## config.mk

```make
export PLATFORM = sky130hd
export DESIGN_NAME = tx_desc_sched
export DESIGN_NICKNAME = d
export VERILOG_FILES = /design/src/rtl/tx_sched_pkg.sv /design/src/rtl/tx_sched_arbiter.sv /design/src/rtl/tx_desc_sched.sv
export SDC_FILE = /design/constraint.sdc
export NUM_CORES = 1
export LEC_CHECK = 0
export CORE_MARGIN = 8
export CORE_UTILIZATION = 43
export CTS_CLUSTER_DIAMETER = 100
export CTS_CLUSTER_SIZE = 40
export DETAILED_ROUTE_END_ITERATION = 8
export MAX_ROUTING_LAYER = met4
export PLACE_DENSITY = 0.8
export SYNTH_ARGS = -nofsm -noshare
export SYNTH_HDL_FRONTEND = slang
export SYNTH_SLANG_ARGS = --single-unit
```

## constraint.sdc

```tcl
create_clock -name CLK -period 3.17 [get_ports CLK]
set_clock_uncertainty 0.15 [all_clocks]
set_input_delay 0.634 -clock CLK [delete_from_list [all_inputs] [get_ports CLK]]
set_output_delay 0.634 -clock CLK [all_outputs]
set_load 0.01 [all_outputs]
```

## src/rtl/tx_sched_pkg.sv

```systemverilog
// Shared types and helpers for the TX descriptor scheduler.
package tx_sched_pkg;

  typedef enum logic [1:0] {
    S_ARB,
    S_WAIT,
    S_REQ
  } sched_state_t;

  // Widest descriptor word the split helpers handle.
  localparam int unsigned DESC_MAX_W = 128;

  typedef logic [DESC_MAX_W-1:0] desc_word_t;

  // Address field sits in the low addr_w bits of the descriptor.
  function automatic desc_word_t desc_addr(input desc_word_t desc,
                                           input int unsigned addr_w);
    desc_word_t mask;
    mask = (desc_word_t'(1) << addr_w) - desc_word_t'(1);
    return desc & mask;
  endfunction

  // Length field sits directly above the address field.
  function automatic desc_word_t desc_len(input desc_word_t desc,
                                          input int unsigned addr_w,
                                          input int unsigned len_w);
    desc_word_t mask;
    mask = (desc_word_t'(1) << len_w) - desc_word_t'(1);
    return (desc >> addr_w) & mask;
  endfunction

endpackage

```

## src/rtl/tx_sched_arbiter.sv

```systemverilog
// Combinational flow picker for the TX descriptor scheduler.
// Default: round-robin starting at ptr.
// TX_SCHED_PRIO_EN defined: fixed priority, lowest eligible index wins.
module tx_sched_arbiter #(
  parameter int unsigned FLOWS = 4,
  parameter int unsigned FW    = 2
) (
  input  logic [FLOWS-1:0] eligible,
  input  logic [FW-1:0]    ptr,
  output logic             any,
  output logic [FW-1:0]    grant
);

  logic [FW-1:0] idx;

  // First eligible flow in search order.
  always_comb begin
    any   = 1'b0;
    grant = '0;
    idx   = '0;
    for (int unsigned k = 0; k < FLOWS; k++) begin
`ifdef TX_SCHED_PRIO_EN
      idx = FW'(k);
`else
      idx = FW'((32'(ptr) + k) % FLOWS);
`endif
      if (!any && eligible[idx]) begin
        any   = 1'b1;
        grant = idx;
      end
    end
  end

endmodule

```

## src/rtl/tx_desc_sched.sv

```systemverilog
// Multi-flow TX descriptor scheduler: arbitrates among running flows,
// reads one descriptor, issues the DMA request and tracks per-flow
// outstanding transfers so IDLE only rises once a flow is drained.
// Optional: TX_SCHED_PRIO_EN selects fixed-priority arbitration.
module tx_desc_sched
  import tx_sched_pkg::*;
#(
  parameter int unsigned FLOWS      = 4,
  parameter int unsigned ADDR_WIDTH = 48,
  parameter int unsigned LEN_WIDTH  = 16,
  parameter int unsigned MAX_OUTST  = 4,
  parameter int unsigned DESC_WIDTH = ADDR_WIDTH + LEN_WIDTH
) (
  input  logic                       CLK,
  input  logic                       RESET,
  input  logic [FLOWS-1:0]           RUN,
  output logic [FLOWS-1:0]           IDLE,
  input  logic [FLOWS-1:0]           DESC_EMPTY,
  output logic                       DESC_READ,
  output logic [$clog2(FLOWS)-1:0]   DESC_ADDR,
  input  logic [DESC_WIDTH-1:0]      DESC_DO,
  input  logic                       DESC_DO_VLD,
  input  logic [FLOWS-1:0]           SU_HFULL,
  output logic                       DMA_REQ,
  input  logic                       DMA_ACK,
  output logic [ADDR_WIDTH-1:0]      DMA_ADDR,
  output logic [LEN_WIDTH-1:0]       DMA_LEN,
  output logic [$clog2(FLOWS)-1:0]   DMA_FLOW,
  input  logic                       DMA_DONE,
  input  logic [$clog2(FLOWS)-1:0]   DMA_DONE_FLOW
);

  localparam int unsigned FW = $clog2(FLOWS);
  localparam int unsigned CW = $clog2(MAX_OUTST + 1);

  sched_state_t          state, state_nx;
  logic [FW-1:0]         cur, ptr, grant;
  logic                  any;
  logic [FLOWS-1:0]      eligible, ack_hit, done_hit;
  logic [CW-1:0]         outst [FLOWS];
  logic [ADDR_WIDTH-1:0] addr_q, addr_d;
  logic [LEN_WIDTH-1:0]  len_q, len_d;

  assign addr_d = ADDR_WIDTH'(desc_addr(desc_word_t'(DESC_DO), ADDR_WIDTH));
  assign len_d  = LEN_WIDTH'(desc_len(desc_word_t'(DESC_DO), ADDR_WIDTH, LEN_WIDTH));

  // Per-flow eligibility plus counter update strobes and drained status.
  always_comb begin
    eligible = '0;
    ack_hit  = '0;
    done_hit = '0;
    IDLE     = '0;
    for (int unsigned i = 0; i < FLOWS; i++) begin
      eligible[i] = RUN[i] && !DESC_EMPTY[i] && !SU_HFULL[i] &&
                    (outst[i] < CW'(MAX_OUTST));
      ack_hit[i]  = DMA_REQ && DMA_ACK && (cur == FW'(i));
      done_hit[i] = DMA_DONE && (DMA_DONE_FLOW == FW'(i));
      IDLE[i]     = !RUN[i] && (outst[i] == '0) &&
                    !((state != S_ARB) && (cur == FW'(i)));
    end
  end

  tx_sched_arbiter #(
    .FLOWS (FLOWS),
    .FW    (FW)
  ) u_arb (
    .eligible (eligible),
    .ptr      (ptr),
    .any      (any),
    .grant    (grant)
  );

  // Next-state and strobe decode.
  always_comb begin
    state_nx  = state;
    DESC_READ = 1'b0;
    case (state)
      S_ARB: begin
        if (any && !RESET) begin
          DESC_READ = 1'b1;
          state_nx  = S_WAIT;
        end
      end
      S_WAIT: begin
        if (DESC_DO_VLD) state_nx = (len_d == '0) ? S_ARB : S_REQ;
      end
      S_REQ: begin
        if (DMA_ACK) state_nx = S_ARB;
      end
      default: state_nx = S_ARB;
    endcase
  end

  assign DESC_ADDR = grant;
  assign DMA_REQ   = (state == S_REQ);
  assign DMA_ADDR  = addr_q;
  assign DMA_LEN   = len_q;
  assign DMA_FLOW  = cur;

  // State, granted flow, round-robin pointer and latched descriptor.
  always_ff @(posedge CLK) begin
    if (RESET) begin
      state  <= S_ARB;
      cur    <= '0;
      ptr    <= '0;
      addr_q <= '0;
      len_q  <= '0;
    end else begin
      state <= state_nx;
      if (DESC_READ) begin
        cur <= grant;
        ptr <= (grant == FW'(FLOWS - 1)) ? '0 : grant + FW'(1);
      end
      if (state == S_WAIT && DESC_DO_VLD) begin
        addr_q <= addr_d;
        len_q  <= len_d;
      end
    end
  end

  // Outstanding counters: ack and done on the same flow cancel, done saturates at 0.
  always_ff @(posedge CLK) begin
    for (int unsigned i = 0; i < FLOWS; i++) begin
      if (RESET) begin
        outst[i] <= '0;
      end else if (ack_hit[i] && !done_hit[i]) begin
        outst[i] <= outst[i] + CW'(1);
      end else if (done_hit[i] && !ack_hit[i] && outst[i] != '0) begin
        outst[i] <= outst[i] - CW'(1);
      end
    end
  end

endmodule

```

==> impl_metrics.ini <==
[critical_path]
critPathKind = input pin to primary output
rr_startpoint = DMA_FLOW[0]
worstSetupEndpointType = primary output
worstPathRequired_ns = 2.39
r2r_cells = 7
r2r_slack_ns = 0.81
startpoint_type = input pin
worstPathMaxFanout = 5
r2r-end = outst[2][2]
crit_arrival_ns = 2.36

[yosys]
syn-num-nets = 534
ys_ff_latch = 82
synth_edf_count = 12
syn_inst = 441
synth_warnings = 0
async_flop_share_pct = 0
ys.flop_type = dfxtp_1
synth.avg_cell_area_um2 = 8.34
synth_sequential_area_ratio_pct = 47.9
synthesis.area_um2 = 3680
yosys.cell_types.count = 55

[power]
p_total_w = 0.00236
peakVddDrop_mv = 0.421
p_leak_nw = 2.02
powerDensity_nw_per_um2 = 419

[sta]
hold_viol = 0
final_max_slew_viol_count = 0
worst_pin_slew_ns = 0.559
min_period_ns = 3.14
timing.fmax_ghz = 0.318
rsz0062_at_grt = false
tns_ns = 0
fin_crit_sh_pct = 99.1
finalSetupViolCount = 0
relSlewSlack_pct = 61.8

[placement]
hpwlAfterDp_mm = 8.48
placed_area_um2 = 5410
io_buffer_count = 156
dp_cells = 695
gp_congestion = 0.966

[route]
ant_nets = 0
routed_wl_mm = 11.4
vias = 3665
drc = 0
wl_per_cell_um = 16.0
drt_iter0_drc = 159
drt-pass1-iter-count = 4
viasPerCell = 5.15

[cts]
cts_setup_buffers = 0
cts_root_buffer = clkbuf_8
cts_buffers = 9
tritoncts = built
clk_pin_slew_worst_paths_ns = 0.08
ctsLongestPathBuffers = 2
h-tree-depth = 3
clk-insertion-delay-late_ns = 0.35
clock-sinks = 82
holdBufCountCts = 0

[worst_hold_path]
hp-class = register to register
hold_end = DMA_LEN[15]
whs_path_depth = 2
hp-start = DMA_LEN[15]

[grt]
antenna_found_initial = 0
grt_pass1_wl_mm = 17.9
grt_pass1_vias = 3710
grt_use_total_pct = 19.7
grt_overflow_total = 0
grt_max_degree = 47

[die]
core_area_um2 = 8260
start_util_pct = 44.5
fp.dieArea_um2 = 11800
die_x_um = 108
num_rows = 33
die_h_um = 108
num_io_pins = 157

[finish]
layout-drive-gt1-share_pct = 8.75
area_growth_pct = 53.4
final_cells = 711
utilization_pct = 68.3
fin_area_um2 = 5640
n_antenna_cell = 0
finalNetCount = 694

[job]
max_cap_viol_count = 0

[status]
status = finished clean
layout make-up:
type | instances | area (um2)
Sequential cell | 82 | 1760
Clock buffer | 9 | 124
Timing Repair Buffer | 177 | 1710
Multi-Input combinational cell | 318 | 1780
Tap cell | 105 | 131
Fill cell | 670 | 2620
Inverter | 13 | 48.8
Clock inverter | 7 | 76.3
logic make-up (layout without fill, tap and decap cells):
logic type | after synthesis | in the layout | synth area share (%)
XOR/XNOR | 2 | 2 | 0.476
flip-flops | 82 | 82 | 47.9
adder cells (fa/ha/maj) | 11 | 11 | 3.91
AND/OR/NAND/NOR | 200 | 200 | 25.3
buffers and inverters | 41 | 206 | 4.56
multiplexers | 3 | 3 | 0.817
AO/OA/AOI/OAI | 102 | 102 | 17.0
routing by layer:
| layer | up-vias | wire length (um) | global-route usage, % |
|---|---|---|---|
| met5 | - | 0 | - |
| met4 | 0 | 76 | 5.28 |
| met3 | 6 | 1030 | 7.61 |
| met2 | 134 | 5310 | 30.3 |
| met1 | 1708 | 4990 | 23.5 |
| li1 | 1817 | - | - |
per-stage QoR:
step	setup slack, ns	hold WS (ns)
global placement	-0.195	0.291
floorplan	0.509	0.331
finish	0.0284	0.306
CTS	0.0319	0.307
global route	0.00228	0.331
detailed placement	-0.239	0.296
worst max path at each step:
stage	start	endpoint	slack, ns	cells after the start
floorplan	DESC_EMPTY[2]	DESC_READ	0.51	6
CTS	SU_HFULL[0]	DESC_ADDR[1]	0.03	6
global route	SU_HFULL[0]	DESC_ADDR[0]	0.002	6
finish	SU_HFULL[0]	DESC_ADDR[0]	0.03	6
global placement	RUN[3]	DESC_ADDR[0]	-0.20	5
detailed placement	SU_HFULL[0]	DESC_ADDR[1]	-0.24	6
cells in the mapped netlist (all sizes together) (3+ instances only):
master,n,share of area [%]
nand2,133,14
dfxtp,70,38
a21oi,68,9.3
clkbuf,19,1.9
nor2,13,1.3
edfxtp,12,9.8
inv,11,1.1
ha,9,3.1
buf,8,1.1
o21ai,8,1.1
nand2b,7,1.2
nor2b,7,1.2
a211oi,6,1.6
nor4,5,0.85
and3b,4,0.95
nand3,4,0.54
or4b,4,1.3
a2111oi,3,0.88
and3,3,0.51
mux2i,3,0.82
nand3b,3,0.61
nor3,3,0.41
nor3b,3,0.61
or3,3,0.51
critical path, stage by stage:
cell	delay [ns]
clkdlybuf4s50_1	0.43
or4b_4	0.56
buf_4	0.17
o21ai_1	0.16
a211oi_2	0.11
dlygate4sd2_1	0.29
repair_timing:
item,in CTS,in global routing
gates resized for setup,5,8
hold endpoints to repair,0,0
setup endpoints to repair,3,3
registers in the layout, summed over array words and instances (netlist names), named ones only:
signal and cells:
DMA_FLOW 2, DMA_LEN 16, outst 12, state 2, DMA_ADDR 48, ptr 1
power breakdown:
group / leakage [nW] / internal, W / total [W] / switching [W]
Clock: 0.0977 / 0.000370 / 0.000770 / 0.000401
Combinational: 1.23 / 0.000245 / 0.000442 / 0.000197
Sequential: 0.692 / 0.00111 / 0.00115 / 0.0000437
Total: 2.02 / 0.00172 / 0.00236 / 0.000641
layout by cell type, fill, tap and decap left out, types with 4 or more instances in the layout:
cell,count
ha_1,9
buf_4,21
a21oi_1,68
o21ai_0,4
nand2_1,133
nand3_1,4
clkbuf_8,9
nor2_1,13
nor2b_1,7
edfxtp_1,12
inv_1,11
nor4_1,5
dfxtp_1,70
clkdlybuf4s50_1,152
nand2b_1,7
Note: power is estimated with default switching activity, not from simulation.
